==> config.mk <==
export PLATFORM = sky130hd
export DESIGN_NAME = lycan_rx_arbiter
export DESIGN_NICKNAME = d
export VERILOG_FILES = /design/src/rtl/lycan_rx_arbiter_pkg.sv /design/src/rtl/lycan_rx_arbiter_periph_rx_buffer.sv /design/src/rtl/lycan_rx_arbiter.sv
export SDC_FILE = /design/constraint.sdc
export NUM_CORES = 1
export LEC_CHECK = 0
export CORE_ASPECT_RATIO = 0.7
export CORE_MARGIN = 2
export CORE_UTILIZATION = 39
export DETAILED_ROUTE_END_ITERATION = 12
export GPL_TIMING_DRIVEN = 0
export SYNTH_ARGS = -nofsm -noshare
export SYNTH_HDL_FRONTEND = slang
export SYNTH_SLANG_ARGS = --single-unit
==> constraint.sdc <==
create_clock -name clk -period 9.8 [get_ports clk]
set_clock_uncertainty 0.1 [all_clocks]
set_input_delay 2.45 -clock clk [delete_from_list [all_inputs] [get_ports clk]]
set_output_delay 2.45 -clock clk [all_outputs]
set_load 0.005 [all_outputs]
==> src/rtl/lycan_rx_arbiter_pkg.sv <==
// Shared configuration for the lycan RX arbiter: packet geometry, peripheral
// count and the round-robin pointer helper.
package lycan_globals;

  localparam int unsigned usb_packet_width     = 16;
  localparam int unsigned periph_address_width = 4;
  localparam int unsigned num_peripherals      = 4;

  // Payload carried by each peripheral; the address is prepended on output.
  localparam int unsigned payload_width = usb_packet_width - periph_address_width;

  // Pointer width is kept at least 1 so a single-peripheral build stays legal.
  localparam int unsigned ptr_width = (num_peripherals > 32'd1) ? $clog2(num_peripherals) : 32'd1;

  typedef logic [payload_width-1:0] payload_t;
  typedef logic [ptr_width-1:0]     ptr_t;

  // Advance a peripheral index by one, wrapping at num_peripherals.
  function automatic ptr_t ptr_wrap_inc(input ptr_t p);
    ptr_t r;
    if (32'(p) >= (num_peripherals - 32'd1)) begin
      r = '0;
    end else begin
      r = p + ptr_t'(1'b1);
    end
    return r;
  endfunction

endpackage

==> src/rtl/lycan_rx_arbiter_periph_rx_buffer.sv <==
// Two-entry FIFO holding peripheral payloads. A push while full is ignored,
// a pop while empty is ignored; push+pop at count 1 replaces the head.
module periph_rx_buffer
  import lycan_globals::*;
#(
  parameter int unsigned W = payload_width
) (
  input  logic         clk,
  input  logic         rst,
  input  logic         push_i,
  input  logic         pop_i,
  input  logic [W-1:0] data_i,
  output logic [W-1:0] data_o,
  output logic [1:0]   count_o,
  output logic         full_o
);

  logic [W-1:0] head_q;
  logic [W-1:0] tail_q;
  logic [1:0]   count_q;
  logic         do_push_s;
  logic         do_pop_s;

  // Qualify requests against the current occupancy.
  always_comb begin
    do_push_s = push_i && (count_q != 2'd2);
    do_pop_s  = pop_i && (count_q != 2'd0);
  end

  // Storage and occupancy update; head_q is always the oldest entry.
  always_ff @(posedge clk) begin
    if (rst) begin
      head_q  <= '0;
      tail_q  <= '0;
      count_q <= 2'd0;
    end else begin
      case ({do_push_s, do_pop_s})
        2'b10: begin
          if (count_q == 2'd0) begin
            head_q <= data_i;
          end else begin
            tail_q <= data_i;
          end
          count_q <= count_q + 2'd1;
        end
        2'b01: begin
          head_q  <= tail_q;
          count_q <= count_q - 2'd1;
        end
        2'b11: begin
          // Only reachable at count 1 (push is blocked when full):
          // the old head leaves and the new word becomes the head.
          if (count_q == 2'd1) begin
            head_q <= data_i;
          end else begin
            head_q <= tail_q;
            tail_q <= data_i;
          end
        end
        default: begin
          head_q <= head_q;
        end
      endcase
    end
  end

  assign data_o  = head_q;
  assign count_o = count_q;
  assign full_o  = (count_q == 2'd2);

endmodule

==> src/rtl/lycan_rx_arbiter.sv <==
// Round-robin merge of per-peripheral RX buffers into a single USB TX stream.
// Each granted packet is {peripheral index, payload} and is presented as a
// one-cycle strobe on the registered USB output.
module lycan_rx_arbiter
  import lycan_globals::*;
(
  input  logic                                            clk,
  input  logic                                            rst,
  input  logic [num_peripherals-1:0][payload_width-1:0]   periph_rx_data,
  input  logic [num_peripherals-1:0]                      periph_rx_valid,
  output logic [num_peripherals-1:0]                      periph_rx_fifo_full,
  output logic [usb_packet_width-1:0]                     usb_tx_data,
  output logic                                            usb_tx_valid,
  input  logic                                            usb_tx_full,
  output logic [num_peripherals-1:0]                      rx_overflow,
  input  logic [num_peripherals-1:0]                      overflow_clear,
  output logic                                            idle
);

  // Every peripheral index must be representable in the address field.
  if (num_peripherals > (32'd1 << periph_address_width)) begin : g_bad_cfg
    $error("lycan_rx_arbiter: num_peripherals exceeds address space");
  end

  payload_t                   head_s  [num_peripherals];
  logic [1:0]                 count_s [num_peripherals];
  logic [num_peripherals-1:0] push_s;
  logic [num_peripherals-1:0] pop_s;
  logic [num_peripherals-1:0] full_s;
  logic [num_peripherals-1:0] ovf_set_s;

  ptr_t                        rr_q;
  ptr_t                        rr_d;
  logic                        tx_valid_q;
  logic                        tx_valid_d;
  logic [usb_packet_width-1:0] tx_data_q;
  logic [usb_packet_width-1:0] tx_data_d;
  logic [num_peripherals-1:0]  ovf_q;
  logic [num_peripherals-1:0]  ovf_d;

  logic        grant_s;
  ptr_t        grant_idx_s;
  logic [31:0] scan_sum_s;
  ptr_t        scan_idx_s;
  logic        scan_hit_s;

  for (genvar gi = 0; gi < num_peripherals; gi++) begin : g_buf
    assign push_s[gi]    = periph_rx_valid[gi] && (count_s[gi] != 2'd2);
    assign ovf_set_s[gi] = periph_rx_valid[gi] && (count_s[gi] == 2'd2);
    assign pop_s[gi]     = grant_s && (grant_idx_s == ptr_t'(gi));

    periph_rx_buffer #(.W(payload_width)) u_buf (
      .clk     (clk),
      .rst     (rst),
      .push_i  (push_s[gi]),
      .pop_i   (pop_s[gi]),
      .data_i  (periph_rx_data[gi]),
      .data_o  (head_s[gi]),
      .count_o (count_s[gi]),
      .full_o  (full_s[gi])
    );
  end

  // Round-robin search: first non-empty buffer at or after rr_q, wrapping.
  always_comb begin
    grant_s     = 1'b0;
    grant_idx_s = '0;
    scan_sum_s  = 32'd0;
    scan_idx_s  = '0;
    scan_hit_s  = 1'b0;
    for (int k = 0; k < num_peripherals; k++) begin
      scan_sum_s  = 32'(rr_q) + 32'(k);
      scan_idx_s  = ptr_t'((scan_sum_s >= num_peripherals) ? (scan_sum_s - num_peripherals) : scan_sum_s);
      scan_hit_s  = !grant_s && (count_s[scan_idx_s] != 2'd0);
      grant_idx_s = scan_hit_s ? scan_idx_s : grant_idx_s;
      grant_s     = grant_s | scan_hit_s;
    end
    // A full USB FIFO blocks the grant entirely, freezing buffers and rr_q.
    grant_s = grant_s & ~usb_tx_full;
  end

  // Next-state for the output stage, pointer and sticky overflow flags.
  always_comb begin
    if (grant_s) begin
      tx_valid_d = 1'b1;
      tx_data_d  = {periph_address_width'(grant_idx_s), head_s[grant_idx_s]};
      rr_d       = ptr_wrap_inc(grant_idx_s);
    end else begin
      tx_valid_d = 1'b0;
      tx_data_d  = tx_data_q;
      rr_d       = rr_q;
    end
    // A drop in the same cycle as a clear wins.
    ovf_d = ovf_set_s | (ovf_q & ~overflow_clear);
  end

  // Registered output stage, round-robin pointer and overflow flags.
  always_ff @(posedge clk) begin
    if (rst) begin
      tx_valid_q <= 1'b0;
      tx_data_q  <= '0;
      rr_q       <= '0;
      ovf_q      <= '0;
    end else begin
      tx_valid_q <= tx_valid_d;
      tx_data_q  <= tx_data_d;
      rr_q       <= rr_d;
      ovf_q      <= ovf_d;
    end
  end

  // Idle when every buffer is empty and nothing is being presented.
  always_comb begin
    idle = !tx_valid_q;
    for (int i = 0; i < num_peripherals; i++) begin
      idle = idle && (count_s[i] == 2'd0);
    end
  end

  assign periph_rx_fifo_full = full_s;
  assign usb_tx_data         = tx_data_q;
  assign usb_tx_valid        = tx_valid_q;
  assign rx_overflow         = ovf_q;

endmodule

==> impl_metrics.env <==
export IMPL_via_count=5565
export IMPL_post_cts_buffers=0
export IMPL_min_path_cells=2
export IMPL_synth_top_area_frac=0.394
export IMPL_ys_ff_latch=125
export IMPL_final_util=0.502
export IMPL_final_nets=882
export IMPL_final_common_cell="dfxtp_1"
export IMPL_slowest_stage="a31oi_1"
export IMPL_switching_share=0.386
export IMPL_worstSkewPairLatency_ns=0.42
export IMPL_crit_type="primary input to register"
export IMPL_synth_edff_count=0
export IMPL_outcome="finished clean"
export IMPL_grt_overflow=0
export IMPL_core_um2=16200
export IMPL_min_from="g_buf[3].u_buf.data_o[7]"
export IMPL_cts_root_buf="clkbuf_16"
export IMPL_cp_common_cell="nor2_1"
export IMPL_power_density_nw_per_um2=319
export IMPL_startpoint="usb_tx_full"
export IMPL_multi_input_area_um2=3460
export IMPL_tightestPinTransition_ns=0.844
export IMPL_cts_resized=0
export IMPL_seq_area_frac_synth=0.394
export IMPL_cts_tree="yes"
export IMPL_regArea_um2=2500
export IMPL_internal_power_mw=1.59
export IMPL_rows=39
export IMPL_post_drt_wl_per_cell_um=17.5
export IMPL_p_sw_mw=0.999
export IMPL_placed_area_um2=7460
export IMPL_cts_hold_buf=0
export IMPL_antenna_found_initial=0
export IMPL_min_period_ns=5.74
export IMPL_crit_arrival_ns=5.92
export IMPL_vias_per_cell=5.37
export IMPL_initial_core_util=0.394
export IMPL_die_x_um=157
export IMPL_drtAntennaViolNets=0
export IMPL_drtPass1Iterations=5
export IMPL_slowest_delay_ns=0.67
export IMPL_grt_pass1_vias=5516
export IMPL_drive_gt1_frac=0.0949
export IMPL_synth_warnings=0
export IMPL_async_flop_share=0
export IMPL_synth_top_family_by_area="compound AO/OA/AOI/OAI gates"
export IMPL_fp_dieArea_um2=17400
export IMPL_cp_start_kind="primary input"
export IMPL_path_cells="clkdlybuf4s50_1 -> a31oi_1 -> clkbuf_1 -> nand2_1 -> nor3_1 -> ha_1 -> nor2_1 -> a211oi_1 -> buf_2 -> mux2i_1 -> nor2_1"
export IMPL_io_pins=85
export IMPL_drt_iter0_drc=379
export IMPL_power_frac_seq=0.296
export IMPL_synth_compound_area_frac=0.217
export IMPL_reg2regPathDepth=18
export IMPL_required_ns=9.98
export IMPL_power_leakage_nw=3.13
export IMPL_fin_crit_sh=0.586
export IMPL_yosys_top_cells_area="dfxtp_1 39%, mux2i_1 11%, ha_1 4.9%"
export IMPL_cts_buffer_depth=2
export IMPL_synthSimpleGateAreaFrac=0.132
export IMPL_final_cell_mix="125 x dfxtp_1, 82 x clkdlybuf4s50_1, 76 x nand2_1, 72 x mux2i_1, 68 x nor2_1"
export IMPL_synth_xor_xnor_area_share=0.0110
export IMPL_tns_ns=0
export IMPL_power_mw=2.59
export IMPL_gp_congestion=0.879
export IMPL_htreeDepth=4
export IMPL_reg2reg_from="rr_q[1]"
export IMPL_netlist_area_um2=6360
export IMPL_n_antenna_cell=0
export IMPL_rsz0062_at_grt="false"
export IMPL_hold_viol=0
export IMPL_end_kind="register"
export IMPL_clkPwrFrac=0.263
export IMPL_setup_violations=0
export IMPL_drc_errors=0
export IMPL_p_comb_frac=0.441
export IMPL_hold_path_class="register to register"
export IMPL_die_h_um=111
export IMPL_synth_distinct_cells=50
export IMPL_fmax_mhz=174
export IMPL_yosys_area_top_type="dfxtp_1"
export IMPL_grt_pass1_wl_mm=29.3
export IMPL_synth_fa_ha_area_frac=0.0492
export IMPL_dpl_hpwl_mm=13.5
export IMPL_clkSinkCount=125
export IMPL_relSlewSlack=0.434
export IMPL_num_fill_cells=1536
export IMPL_totalWireLength_mm=18.2
export IMPL_grt_use_total=0.217
export IMPL_fin_area_um2=8100
export IMPL_numCtsBuffers=17
export IMPL_clkSlewWorstSetupHoldPaths_ns=0.06
export IMPL_cp_max_fo=10
export IMPL_avgSynthCellArea_um2=9.13
export IMPL_drv_cap=0
export IMPL_maxSlewViolCount=0
export IMPL_synth_area_mux_share=0.135
export IMPL_io_buffers=82
export IMPL_synth_top_flop_cell="dfxtp_1"
export IMPL_grt_max_degree=17
export IMPL_area_growth_pct=27.5
export IMPL_ir_worst_vdd_mv=0.120
export IMPL_synthCells=696
routing by layer:
layer  vias up  global-route usage  share of wire
li1       2722                   -              -
met1      2644               0.315           0.51
met2       177               0.322           0.42
met3        22              0.0461          0.057
met4         0              0.0642          0.015
met5         -                   0              0
cells in the mapped netlist, types with 2 or more instances:
cell type and number:
nand2_1 76, xor2_1 8, o221ai_2 10, a31oi_1 13
inv_1 32, a311oi_1 12, and3_1 3, buf_2 8
a21o_1 3, and2_1 5, mux2i_1 72, nor2b_1 2
a22o_1 12, o21a_1 13, o221ai_1 14, or4_1 12
a211oi_1 7, ha_1 25, nand2b_1 10, nor3_1 4
buf_1 3, mux2_2 12, a22oi_1 36, o211ai_1 12
nand4_1 2, buf_6 3, dfxtp_1 125, or3_1 3
buf_4 6, nor2_1 68, a21oi_1 34, clkbuf_1 33
critical path: cells and delay by family:
kind / cells / cell delay [ns]
fa+ha+maj: 1 / 0.25
buf+inv: 3 / 1.35
simple gates: 4 / 0.56
mux: 1 / 0.23
compound gates: 2 / 1.08
final cells by class:
class,count,share of cell area
Multi-Input combinational cell,485,0.428
Clock inverter,12,0.0225
Buffer,54,0.0332
Tap cell,225,0.0347
Sequential cell,125,0.309
Clock buffer,20,0.0564
Timing Repair Buffer,82,0.101
Inverter,33,0.0154
cell families after synthesis:
group | Yosys count
fa+ha+maj | 25
compound gates | 177
xor+xnor | 8
flops | 125
simple gates | 189
other cells | 1
buf+inv | 87
mux | 84
per-stage QoR:
stage | instances | hold WS, ns | worst slack [ns]
after floorplan | 697 | 0.331 | 4.90
after global routing | 1036 | 0.380 | 3.65
after detailed placement | 1004 | 0.354 | 3.63
after CTS | 1036 | 0.368 | 4.05
after global placement | 1004 | 0.351 | 3.60
final | 1036 | 0.363 | 4.06
power by group through the flow:
| stage | Combinational [mW] | Clock, mW | Sequential, mW |
|---|---|---|---|
| after floorplan | 0.826 | 0 | 0.727 |
| after global placement | 1.10 | 0 | 0.762 |
| after detailed placement | 1.13 | 0 | 0.770 |
| after CTS | 1.13 | 0.689 | 0.761 |
| after global routing | 1.25 | 0.713 | 0.779 |
| final | 1.14 | 0.681 | 0.765 |
final timing paths:
path | to | slack, ns
worst max-delay path | g_buf[0].u_buf.tail_q[11] | 4.06
worst min-delay path | g_buf[3].u_buf.data_o[7] | 0.36
worst max register to register | g_buf[3].u_buf.tail_q[7] | 5.19
worst min register to register | g_buf[3].u_buf.data_o[7] | 0.36
state kept, by name (all words and copies together) (netlist names):
register             flops
g_buf.u_buf.count_o      8
g_buf.u_buf.data_o      48
g_buf.u_buf.tail_q      48
rr_q                     2
rx_overflow              4
usb_tx_data             14
usb_tx_valid             1
No activity file was read; power rests on OpenSTA's default activity.
